`src/rtl/i2c_slave_responder.sv`:
```
// I2C target answering one fixed 7-bit address. SCL/SDA are oversampled on clk_i.
// Written bytes are strobed out; read bytes are requested from local logic while SCL is stretched.
module i2c_slave_responder #(
  parameter int                      I2C_ADDR_WIDTH = 7,
  parameter int                      I2C_DATA_WIDTH = 8,
  parameter logic [I2C_ADDR_WIDTH-1:0] SLAVE_ADDR   = 7'h22,
  parameter int                      SYNC_STAGES    = 2
) (
  input  logic                      clk_i,
  input  logic                      rst_i,
  input  logic                      scl_i,
  input  logic                      sda_i,
  output logic                      scl_o,
  output logic                      sda_o,
  output logic [I2C_DATA_WIDTH-1:0] wr_data_o,
  output logic                      wr_valid_o,
  output logic                      rd_req_o,
  input  logic [I2C_DATA_WIDTH-1:0] rd_data_i,
  input  logic                      rd_valid_i,
  output logic                      busy_o,
  output logic                      op_o,
  output logic                      stop_o
);
  localparam int SW = (I2C_ADDR_WIDTH + 1 > I2C_DATA_WIDTH) ? I2C_ADDR_WIDTH + 1 : I2C_DATA_WIDTH;
  localparam int CW = $clog2(SW + 1);
  localparam logic [CW-1:0] ADDR_BITS = CW'(I2C_ADDR_WIDTH + 1);
  localparam logic [CW-1:0] DATA_BITS = CW'(I2C_DATA_WIDTH);

  localparam logic [3:0] IDLE     = 4'd0;
  localparam logic [3:0] ADDR     = 4'd1;
  localparam logic [3:0] ADDR_ACK = 4'd2;
  localparam logic [3:0] WR_DATA  = 4'd3;
  localparam logic [3:0] WR_ACK   = 4'd4;
  localparam logic [3:0] RD_WAIT  = 4'd5;
  localparam logic [3:0] RD_DATA  = 4'd6;
  localparam logic [3:0] RD_ACK   = 4'd7;
  localparam logic [3:0] IGNORE   = 4'd8;

  logic [SYNC_STAGES-1:0]    r_scl_sync, r_sda_sync;
  logic                      r_scl_d, r_sda_d;
  logic [3:0]                r_state;
  logic [CW-1:0]             r_bit_cnt;
  logic [SW-1:0]             r_shift;
  logic [I2C_DATA_WIDTH-1:0] r_rd_byte;
  logic [I2C_DATA_WIDTH-1:0] r_wr_data;
  logic                      r_scl_o, r_sda_o, r_wr_valid, r_rd_req;
  logic                      r_busy, r_op, r_stop, r_ack_bit;

  logic w_scl, w_sda, w_scl_rise, w_scl_fall, w_start, w_stop, w_match;

  assign w_scl      = r_scl_sync[SYNC_STAGES-1];
  assign w_sda      = r_sda_sync[SYNC_STAGES-1];
  assign w_scl_rise = w_scl & ~r_scl_d;
  assign w_scl_fall = ~w_scl & r_scl_d;
  // SCL must be high on both samples so an SCL edge coinciding with an SDA change is not a condition
  assign w_start    = w_scl & r_scl_d & r_sda_d & ~w_sda;
  assign w_stop     = w_scl & r_scl_d & ~r_sda_d & w_sda;
  assign w_match    = (r_shift[I2C_ADDR_WIDTH:1] == SLAVE_ADDR);

  always_ff @(posedge clk_i or negedge rst_i) begin
    if (!rst_i) begin
      r_scl_sync <= '1;
      r_sda_sync <= '1;
      r_scl_d    <= 1'b1;
      r_sda_d    <= 1'b1;
    end else begin
      r_scl_sync <= {r_scl_sync[SYNC_STAGES-2:0], scl_i};
      r_sda_sync <= {r_sda_sync[SYNC_STAGES-2:0], sda_i};
      r_scl_d    <= w_scl;
      r_sda_d    <= w_sda;
    end
  end

  always_ff @(posedge clk_i or negedge rst_i) begin
    if (!rst_i) begin
      r_state    <= IDLE;
      r_bit_cnt  <= '0;
      r_shift    <= '0;
      r_rd_byte  <= '0;
      r_wr_data  <= '0;
      r_scl_o    <= 1'b1;
      r_sda_o    <= 1'b1;
      r_wr_valid <= 1'b0;
      r_rd_req   <= 1'b0;
      r_busy     <= 1'b0;
      r_op       <= 1'b0;
      r_stop     <= 1'b0;
      r_ack_bit  <= 1'b1;
    end else begin
      r_wr_valid <= 1'b0;
      r_rd_req   <= 1'b0;
      r_stop     <= 1'b0;
      if (w_stop) begin
        r_state   <= IDLE;
        r_bit_cnt <= '0;
        r_scl_o   <= 1'b1;
        r_sda_o   <= 1'b1;
        r_busy    <= 1'b0;
        r_stop    <= r_busy;
      end else if (w_start) begin
        r_state   <= ADDR;
        r_bit_cnt <= '0;
        r_scl_o   <= 1'b1;
        r_sda_o   <= 1'b1;
      end else begin
        case (r_state)
          ADDR: begin
            if (w_scl_rise && r_bit_cnt != ADDR_BITS) begin
              r_shift   <= {r_shift[SW-2:0], w_sda};
              r_bit_cnt <= r_bit_cnt + CW'(1);
            end else if (w_scl_fall && r_bit_cnt == ADDR_BITS) begin
              if (w_match) begin
                r_sda_o <= 1'b0;
                r_busy  <= 1'b1;
                r_op    <= r_shift[0];
                r_state <= ADDR_ACK;
              end else begin
                r_state <= IGNORE;
              end
            end
          end
          ADDR_ACK: begin
            if (w_scl_fall) begin
              r_sda_o   <= 1'b1;
              r_bit_cnt <= '0;
              if (r_op) begin
                r_rd_req <= 1'b1;
                r_scl_o  <= 1'b0;
                r_state  <= RD_WAIT;
              end else begin
                r_state  <= WR_DATA;
              end
            end
          end
          WR_DATA: begin
            if (w_scl_rise && r_bit_cnt != DATA_BITS) begin
              r_shift   <= {r_shift[SW-2:0], w_sda};
              r_bit_cnt <= r_bit_cnt + CW'(1);
            end else if (w_scl_fall && r_bit_cnt == DATA_BITS) begin
              r_wr_data  <= r_shift[I2C_DATA_WIDTH-1:0];
              r_wr_valid <= 1'b1;
              r_sda_o    <= 1'b0;
              r_state    <= WR_ACK;
            end
          end
          WR_ACK: begin
            if (w_scl_fall) begin
              r_sda_o   <= 1'b1;
              r_bit_cnt <= '0;
              r_state   <= WR_DATA;
            end
          end
          RD_WAIT: begin
            if (rd_valid_i) begin
              r_sda_o   <= rd_data_i[I2C_DATA_WIDTH-1];
              r_rd_byte <= {rd_data_i[I2C_DATA_WIDTH-2:0], 1'b0};
              r_bit_cnt <= CW'(1);
              r_state   <= RD_DATA;
            end
          end
          RD_DATA: begin
            // SCL is let go one cycle after the MSB is on SDA, giving setup before the master's rise
            if (!r_scl_o) begin
              r_scl_o <= 1'b1;
            end else if (w_scl_fall) begin
              if (r_bit_cnt == DATA_BITS) begin
                r_sda_o <= 1'b1;
                r_state <= RD_ACK;
              end else begin
                r_sda_o   <= r_rd_byte[I2C_DATA_WIDTH-1];
                r_rd_byte <= {r_rd_byte[I2C_DATA_WIDTH-2:0], 1'b0};
                r_bit_cnt <= r_bit_cnt + CW'(1);
              end
            end
          end
          RD_ACK: begin
            if (w_scl_rise) begin
              r_ack_bit <= w_sda;
            end else if (w_scl_fall) begin
              if (!r_ack_bit) begin
                r_rd_req <= 1'b1;
                r_scl_o  <= 1'b0;
                r_state  <= RD_WAIT;
              end else begin
                r_state  <= IGNORE;
              end
            end
          end
          default: begin
            r_scl_o <= 1'b1;
            r_sda_o <= 1'b1;
          end
        endcase
      end
    end
  end

  assign scl_o      = r_scl_o;
  assign sda_o      = r_sda_o;
  assign wr_data_o  = r_wr_data;
  assign wr_valid_o = r_wr_valid;
  assign rd_req_o   = r_rd_req;
  assign busy_o     = r_busy;
  assign op_o       = r_op;
  assign stop_o     = r_stop;
endmodule

```
`config.mk`:
```
export PLATFORM = sky130hd
export DESIGN_NAME = i2c_slave_responder
export DESIGN_NICKNAME = d
export VERILOG_FILES = /design/src/rtl/i2c_slave_responder.sv
export SDC_FILE = /design/constraint.sdc
export NUM_CORES = 1
export LEC_CHECK = 0
export BUFFER_PORTS_ARGS = -buffer_cell sky130_fd_sc_hd__buf_2
export CORE_MARGIN = 2
export CORE_UTILIZATION = 40
export DETAILED_ROUTE_END_ITERATION = 6
export GPL_TIMING_DRIVEN = 1
export MAX_ROUTING_LAYER = met4
export PLACE_DENSITY = 0.69
export SLEW_MARGIN = 20
export SYNTH_ARGS = -nofsm -noshare
export SYNTH_HDL_FRONTEND = slang
export SYNTH_SLANG_ARGS = --single-unit
```
`constraint.sdc`:
```
create_clock -name clk_i -period 2.04 [get_ports clk_i]
set_clock_uncertainty 0.15 [all_clocks]
set_input_delay 0.102 -clock clk_i [delete_from_list [all_inputs] [get_ports clk_i]]
set_output_delay 0.102 -clock clk_i [all_outputs]
set_load 0.03 [all_outputs]
```
==> summary.md, run 1 <==
| Metric | Value |
|---|---|
| Crit. End Element | `flop` |
| Synth-to-Final Area Change | `42.5%` |
| First-pass GRT wire length | `9430 um` |
| Status | `complete, but fails checks` |
| Logic pwr share | `20.5%` |
| Switching Power | `0.000582 W` |
| Failing checks | `setup timing` |
| Clock Tree Buf Depth | `2` |
| GR met1 Demand/Resource | `around a quarter` |
| Async set or reset register ratio after synthesis | `100%` |
| CTS Sinks | `45` |
| Setup slack, reg-to-reg | `-0.11 ns` |
| Fmax | `0.466 GHz` |
| Die Wd | `81.2 um` |
| PnR worst setup slack | `-0.107 ns` |
| Pre-antenna DRT Iters | `4` |
| Main synth FF type | `dfrtp_1` |
| Worst r2r src | `r_bit_cnt[0]$_DFFE_PN0P_` |
| Worst path max stage delay | `about 0.40 ns` |
| # IOs | `28` |
| Hold Crit Start | `rd_data_i[1]` |
| DR vias | `roughly 2.1k` |
| Crit path DAT | `between 2 and 2.5 ns` |
| Cells after Synth | `220` |
| Sw Share | `29.3%` |
| Total power | `around 0.002 W` |
| Global-route congestion overflow total | `0` |
| Slew of the pin with the lowest slew margin | `0.390 ns` |
| Antenna-violating nets left | `0` |
| R2R Path End | `r_state[1]$_DFFE_PN0P_` |
| CP max-delay cell | `dfrtp_1` |
| EDFF count, synth | `0` |
| Worst vdd ir | `492 uV` |
| Cells along the critical path | `inv_2 > ha_4 > nand3b_1 > o211ai_1 > nand4_1 > buf_4 > buf_6 > a2111o_1 > a21oi_2` |
| Setup violators final | `3` |
| Initial drt markers | `157` |
| Min-delay worst type | `input port to flop` |
| Ys Warns | `0` |
| CTS Buf Count | `5` |
| Number of global-route vias before repair | `about 2k` |
| Clock transition at path regs | `roughly 0.090 ns` |
| Via density per instance | `5.46` |
| Hold EP | `r_rd_byte[2]$_DFFE_PN0P_` |
| Sequential share of power | `just under 50%` |
| RSZ-0062 raised after global routing | `true` |
| CTS tree | `done` |
| Final setup TNS | `-0.179 ns` |
| Final routed DRC violation total | `0` |
| Rows | `28` |
| Crit Path Max Fanout | `3` |
| Pwr per Cell Area | `584 nW/um^2` |
| Rel. slew slack | `74.0%` |
| Core area | `~6000 sq um` |
| CP Launch Type | `flop` |
| Met2 Track Usage GR | `29.3%` |
| Register area share after synthesis | `a little under half` |
| Starting Density | `about 41%` |
| Clock period minus worst slack | `2.15 ns` |
| Final hold slack | `0.0104 ns` |
| R2R depth | `9` |
| Required @ worst endpoint | `between 2 and 2.5 ns` |
| Share of cells above drive strength 1 | `55.7%` |
| Fin. Hold Viols | `0` |
| Count of cell types in the netlist | `49` |
| Placer Congestion | `0.950` |
| Largest net degree at the start of global routing | `46` |
| Die height | `81.2 um` |
| #FFs+latches synth | `45` |
| Htree depth | `2` |
| Tot GR Track Use | `18.8%` |
| Clock Power Share | `30.8%` |
| Initial antenna violation count | `0` |
| Post-synth design cell area | `2380 sq um` |
| Maxcap violations | `0` |
| # nets final | `323` |
| Final Cycle Share | `105%` |
| Ant diodes | `0` |
| Critical path class | `flop to flop` |
| Busiest layer in global routing | `met2` |
| Die area | `6600 sq um` |
| Clock root buffer | `clkbuf_8` |
| Syn_nets | `235` |
| Pint | `about 0.0014 W` |
| Pins Over Slew Limit | `0` |
| Final HPWL from detailed placement | `4150 um` |
| Hold path depth | `3` |
| Drt wl/cell | `16.1 um` |
| Clock Latency Late Sink | `0.31 ns` |
| M3 GR Usage | `3.11%` |
| Routed Wire Length | `6190 um` |
| I/O Buffers | `27` |
| Mean Syn Cell Area | `10.8 sq um` |
| P_leak | `approximately 1.6 nW` |
## power groups by stage
stage               logic (W)  registers (W)  clock network [W]
floorplan            0.000157       0.000981                  0
global placement     0.000303       0.000987                  0
detailed placement   0.000302       0.000986                  0
CTS                  0.000314       0.000970           0.000624
global route         0.000436       0.000974           0.000657
finish               0.000406       0.000968           0.000612
## worst max-delay path, delay by kind of cell, from the launching register on
family	cells	cell delay, ns
buffers and inverters	3	0.37
DFF	1	0.40
adders and majority gates	1	0.13
AOI/OAI and AO/OA	3	0.69
and+or+nand+nor	2	0.32
## synth_stat cells (2+ instances only)
cell      instances  share of area (%)
nand2b_1          2               0.52
a32o_1            2               0.84
ha_1              2                1.0
o21ai_0          14                2.9
buf_2             8                1.7
and3_1            3               0.79
nor3_1            5                1.0
clkbuf_1          3               0.47
a22oi_1           2               0.63
o21bai_1          3               0.94
dfstp_2           9                9.9
xnor2_1           2               0.73
inv_1             7                1.1
a31oi_1           2               0.52
mux2_2           32                 15
nor2_1           14                2.2
a31o_2            3                1.1
nand2_1           8                1.3
a211oi_1          2               0.63
dfrtp_1          36                 38
o211ai_1          6                1.9
nor2b_1           4                1.0
nor3b_1           3               0.94
nand3_1           4               0.84
nand3b_1          3               0.94
nand4b_1          2               0.73
or2_2             4                1.0
nor4b_1           2               0.73
a21oi_1          13                2.7
## per-stage QoR
| stage | setup slack, ns | cell area, sq um | cells | util [%] |
|---|---|---|---|---|
| 5_1_grt | -0.175 | 3400 | 384 | 58.1 |
| 2_1_floorplan | 0.0123 | 2390 | 220 | - |
| 6_report | -0.107 | 3400 | 384 | 58.1 |
| 4_1_cts | -0.0144 | 3080 | 369 | 52.7 |
| 3_3_place_gp | -0.0626 | 2920 | 357 | 49.9 |
| 3_5_place_dp | -0.0690 | 2920 | 357 | 49.9 |
## kinds of logic (layout without fill, tap and decap cells)
group	after synthesis	after routing	synth area share, %
DFF	45	45	47.7
adders and majority gates	2	2	1.05
muxes	33	33	15.5
buffers and inverters	20	109	3.88
and+or+nand+nor	62	62	15.6
AOI/OAI and AO/OA	56	56	15.5
xor gates and xnor gates	2	2	0.735
## sequential cells by signal, summed over array words and instances, names as in the netlist
name	cells
r_sda_sync	2
stop_o	1
sda_o	1
r_shift	8
r_sda_d	1
wr_data_o	8
r_state	4
wr_valid_o	1
rd_req_o	1
op_o	1
r_bit_cnt	4
r_scl_d	1
r_ack_bit	1
scl_o	1
r_rd_byte	7
busy_o	1
r_scl_sync	2
## worst max-delay path by stage
| stage | endpoint | depth (start not counted) | start |
|---|---|---|---|
| 4_1_cts | r_state[0]$_DFFE_PN0P_ | 7 | r_bit_cnt[0]$_DFFE_PN0P_ |
| 3_3_place_gp | r_bit_cnt[3]$_DFFE_PN0P_ | 5 | r_scl_d$_DFF_PN1_ |
| 3_5_place_dp | r_bit_cnt[3]$_DFFE_PN0P_ | 5 | r_scl_d$_DFF_PN1_ |
| 6_report | r_state[1]$_DFFE_PN0P_ | 9 | r_bit_cnt[0]$_DFFE_PN0P_ |
| 5_1_grt | r_state[1]$_DFFE_PN0P_ | 9 | r_bit_cnt[0]$_DFFE_PN0P_ |
| 2_1_floorplan | r_rd_byte[1]$_DFFE_PN0P_ | 7 | r_state[3]$_DFFE_PN0P_ |
## layer usage
layer / wire [um] / vias up
met1: 2800 / 1037
met3: 272 / 13
met5: 0 / -
met2: 3010 / 64
met4: 106 / 0
li1: - / 982
## final cells by class
type / instances / area [sq um]
multi-input cells: 155 / 1340
clock buffers: 5 / 68.8
fillers: 475 / 2450
clock inverters: 3 / 28.8
repair buffers: 93 / 698
flip-flops and latches: 45 / 1140
well taps: 75 / 93.8
inverters: 8 / 32.5
## placed cells by master, fill, tap and decap left out, types with 5 or more instances in the layout
| master | n |
|---|---|
| buf_4 | 55 |
| dfrtp_1 | 33 |
| buf_2 | 27 |
| mux2_2 | 17 |
| mux2_4 | 15 |
| nor2_1 | 14 |
| o21ai_0 | 11 |
| a21oi_1 | 9 |
| dfstp_2 | 9 |
| nand2_1 | 8 |
| o211ai_1 | 6 |
| inv_1 | 5 |
| clkbuf_8 | 5 |
## repair_timing
action / 4_1_cts / 5_1_grt
endpoints found under the hold margin: 47 / 0
setup buffers: 1 / 15
hold buffers: 3 / 0
pin swaps: 0 / 11
cloned: 0 / 1
endpoints found under the setup margin: 16 / 24
gates resized for setup: 8 / 47
Note: power is estimated with default switching activity, not from simulation.
==> run 2: changes to the inputs <==
- PLACE_DENSITY: 0.69 -> 0.66
- clock period: 2.04 -> 2.1 ns (I/O delays scaled with it)
==> run 2 against run 1 <==
  * The run still ends with setup timing left
  * Largest cell class unchanged
  * Largest power group unchanged
  * Utilization shrank 4.9 points
  * Clock power grew 15%
  * Worst hold slack better by 0.0024 ns
  * Setup slack gained 0.091 ns
  * Combinational power down 23%
  * Sequential share of layout area grew 3.1 points
  * Critical path type unchanged
  * Wire length decreased by 5.2%
  * Clock-buffer cell count increased by 1
  * Cell count is 4.4% lower
==> summary.md, run 2 (same netlist as run 1, synthesis figures left out) <==
| Metric | Value |
|---|---|
| Pwr per Cell Area | `632 nW/um^2 (+8.2%)` |
| Routed Wire Length | `5870 um (-5.2%)` |
| Die area | `6600 sq um (unchanged)` |
| Die Wd | `81.2 um (unchanged)` |
| Ant diodes | `0 (unchanged)` |
| # IOs | `28 (unchanged)` |
| Die height | `81.2 um (unchanged)` |
| Min-delay worst type | `input port to flop` |
| Tot GR Track Use | `19.5% (+0.70 points)` |
| Initial drt markers | `158 (+0.64%)` |
| Worst path max stage delay | `0.46 ns (+0.06 ns)` |
| Pre-antenna DRT Iters | `4 (unchanged)` |
| Htree depth | `2 (unchanged)` |
| CTS Buf Count | `5 (unchanged)` |
| Largest net degree at the start of global routing | `25 (-46%)` |
| Pins Over Slew Limit | `0 (unchanged)` |
| Final routed DRC violation total | `0 (unchanged)` |
| Cell repeated most along the worst path | `buf_4` |
| Design area | `3110 sq um (-8.4%)` |
| Core area | `5850 sq um (unchanged)` |
| Slew of the pin with the lowest slew margin | `0.569 ns (+0.179 ns)` |
| Starting Density | `40.8% (unchanged)` |
| Clock transition at path regs | `0.09 ns (about the same)` |
| Share of cells above drive strength 1 | `50.0% (-5.7 points)` |
| Crit path DAT | `2.19 ns (-0.03 ns)` |
| Worst path bufs/invs | `2 (-1)` |
| P_leak | `1.45 nW (-7.2%)` |
| Initial antenna violation count | `0 (unchanged)` |
| Final Cycle Share | `101% (-4.5 points)` |
| Crit Path Max Fanout | `8 (+5)` |
| Most common cell after layout, fill and taps aside | `buf_4` |
| Setup violators final | `1 (-2)` |
| Setup slack, reg-to-reg | `-0.02 ns (+0.09 ns)` |
| Placed Instances | `355 (-0.56%)` |
| CP top delay family | `compound AO/OA/AOI/OAI gates` |
| Fin cells | `367 (-4.4%)` |
| Fmax | `0.473 GHz (+1.5%)` |
| Placed cell areas | `2900 sq um (-0.64%)` |
| CP max-delay cell | `dfrtp_2` |
| Rows | `28 (unchanged)` |
| Status | `complete, but fails checks` |
| Drt wl/cell | `16.0 um (-0.85%)` |
| Maxcap violations | `0 (unchanged)` |
| Clock period minus worst slack | `2.12 ns (-0.0314 ns)` |
| DR vias | `2000 (-4.6%)` |
| Cells along the critical path | `buf_4 > and2_0 > o211ai_1 > nand4_1 > buf_4 > a2111o_1 > a21oi_2` |
| Global-route congestion overflow total | `0 (unchanged)` |
| Final core utilization | `53.2% (-4.9 points)` |
| Failing checks | `setup timing` |
| # nets final | `306 (-5.3%)` |
| Critical path class | `flop to flop` |
| Fin. Hold Viols | `0 (unchanged)` |
| Required @ worst endpoint | `2.17 ns (+0.05 ns)` |
| Clock root buffer | `clkbuf_8` |
| CTS Sinks | `45 (unchanged)` |
| Most frequent cells in the layout | `44 x buf_4, 32 x dfrtp_1, 31 x mux2_2` |
| PnR worst setup slack | `-0.0152 ns (+0.0914 ns)` |
| CTS tree | `done` |
| First-pass GRT wire length | `9510 um (+0.88%)` |
| I/O Buffers | `27 (unchanged)` |
| Placer Congestion | `0.953 (+0.32%)` |
| Via density per instance | `5.45 (-0.16%)` |
| Synth-to-Final Area Change | `30.5%` |
| Clock Tree Buf Depth | `2 (unchanged)` |
| Number of global-route vias before repair | `1924 (-2.5%)` |
| RSZ-0062 raised after global routing | `true` |
| Worst vdd ir | `367 uV (-25%)` |
| Antenna-violating nets left | `0 (unchanged)` |
| Crit. End Element | `flop` |
| CP Launch Type | `flop` |
| Dpl ws | `-0.0176 ns (+0.0513 ns)` |
| Final HPWL from detailed placement | `4350 um (+4.7%)` |
| Rel. slew slack | `62.1% (-12 points)` |
| Clock Latency Late Sink | `0.30 ns (about the same)` |
-- run 2: worst paths after layout --
path,start,endpoint,cells past startpoint
setup reg to reg,r_state[2]$_DFFE_PN0P_,r_state[1]$_DFFE_PN0P_,7
hold / removal,rd_data_i[6],r_rd_byte[7]$_DFFE_PN0P_,3
min in group asynchronous,rst_i,r_shift[0]$_DFFE_PN0P_,2
hold reg to reg,r_sda_sync[0]$_DFF_PN1_,r_sda_sync[1]$_DFF_PN1_,0
setup / recovery,r_state[2]$_DFFE_PN0P_,r_state[1]$_DFFE_PN0P_,7
max in group asynchronous,rst_i,sda_o$_DFFE_PN1P_,3
-- run 2: what timing repair did --
item | CTS | global route
gates resized for setup | 8 | 11
pin swaps | 1 | 1
hold buffers | 3 | 0
setup buffers | 1 | 0
endpoints found under the setup margin | 18 | 22
hold endpoints to repair | 19 | 0
-- run 2: through the flow --
| stage | hold slack, ns | TNS, ns | total power (W) |
|---|---|---|---|
| finish | 0.0128 | -0.0152 | 0.00197 |
| global route | 0.0179 | -0.129 | 0.00207 |
| CTS | 0.00279 | 0 | 0.00198 |
| detailed placement | -0.0126 | -0.0713 | 0.00126 |
| global placement | -0.0198 | -0.0343 | 0.00125 |
| floorplan | -0.341 | 0 | 0.00110 |
-- run 2: metal layers --
| layer | track usage, % | up-vias | wire length (um) |
|---|---|---|---|
| met1 | 26.3 | 983 | 2740 |
| li1 | - | 949 | - |
| met2 | 29.3 | 54 | 2710 |
| met4 | 8.64 | 0 | 163 |
| met5 | - | - | 0 |
| met3 | 2.78 | 14 | 257 |
-- run 2: area by class of cell --
type / count / area, sq um
clock buffer: 6 / 82.6
clock inverter: 2 / 41.3
fill: 516 / 2740
inverter: 8 / 30.0
multi-input combinational: 155 / 1190
sequential: 45 / 1140
tap: 75 / 93.8
timing repair buffer: 76 / 527
-- run 2: worst register-to-register path, cell delays in order (launching register included) --
cell	delay (ns)
dfrtp_2	0.46
buf_4	0.15
and2_0	0.26
o211ai_1	0.16
nand4_1	0.22
buf_4	0.21
a2111o_1	0.30
a21oi_2	0.14
-- run 2: power breakdown --
group / total (W) / leakage [nW] / internal (W) / switching (W)
Sequential: 0.000952 / 0.589 / 0.000908 / 0.0000444
Clock: 0.000701 / 0.0633 / 0.000396 / 0.000306
Combinational: 0.000314 / 0.799 / 0.000157 / 0.000157
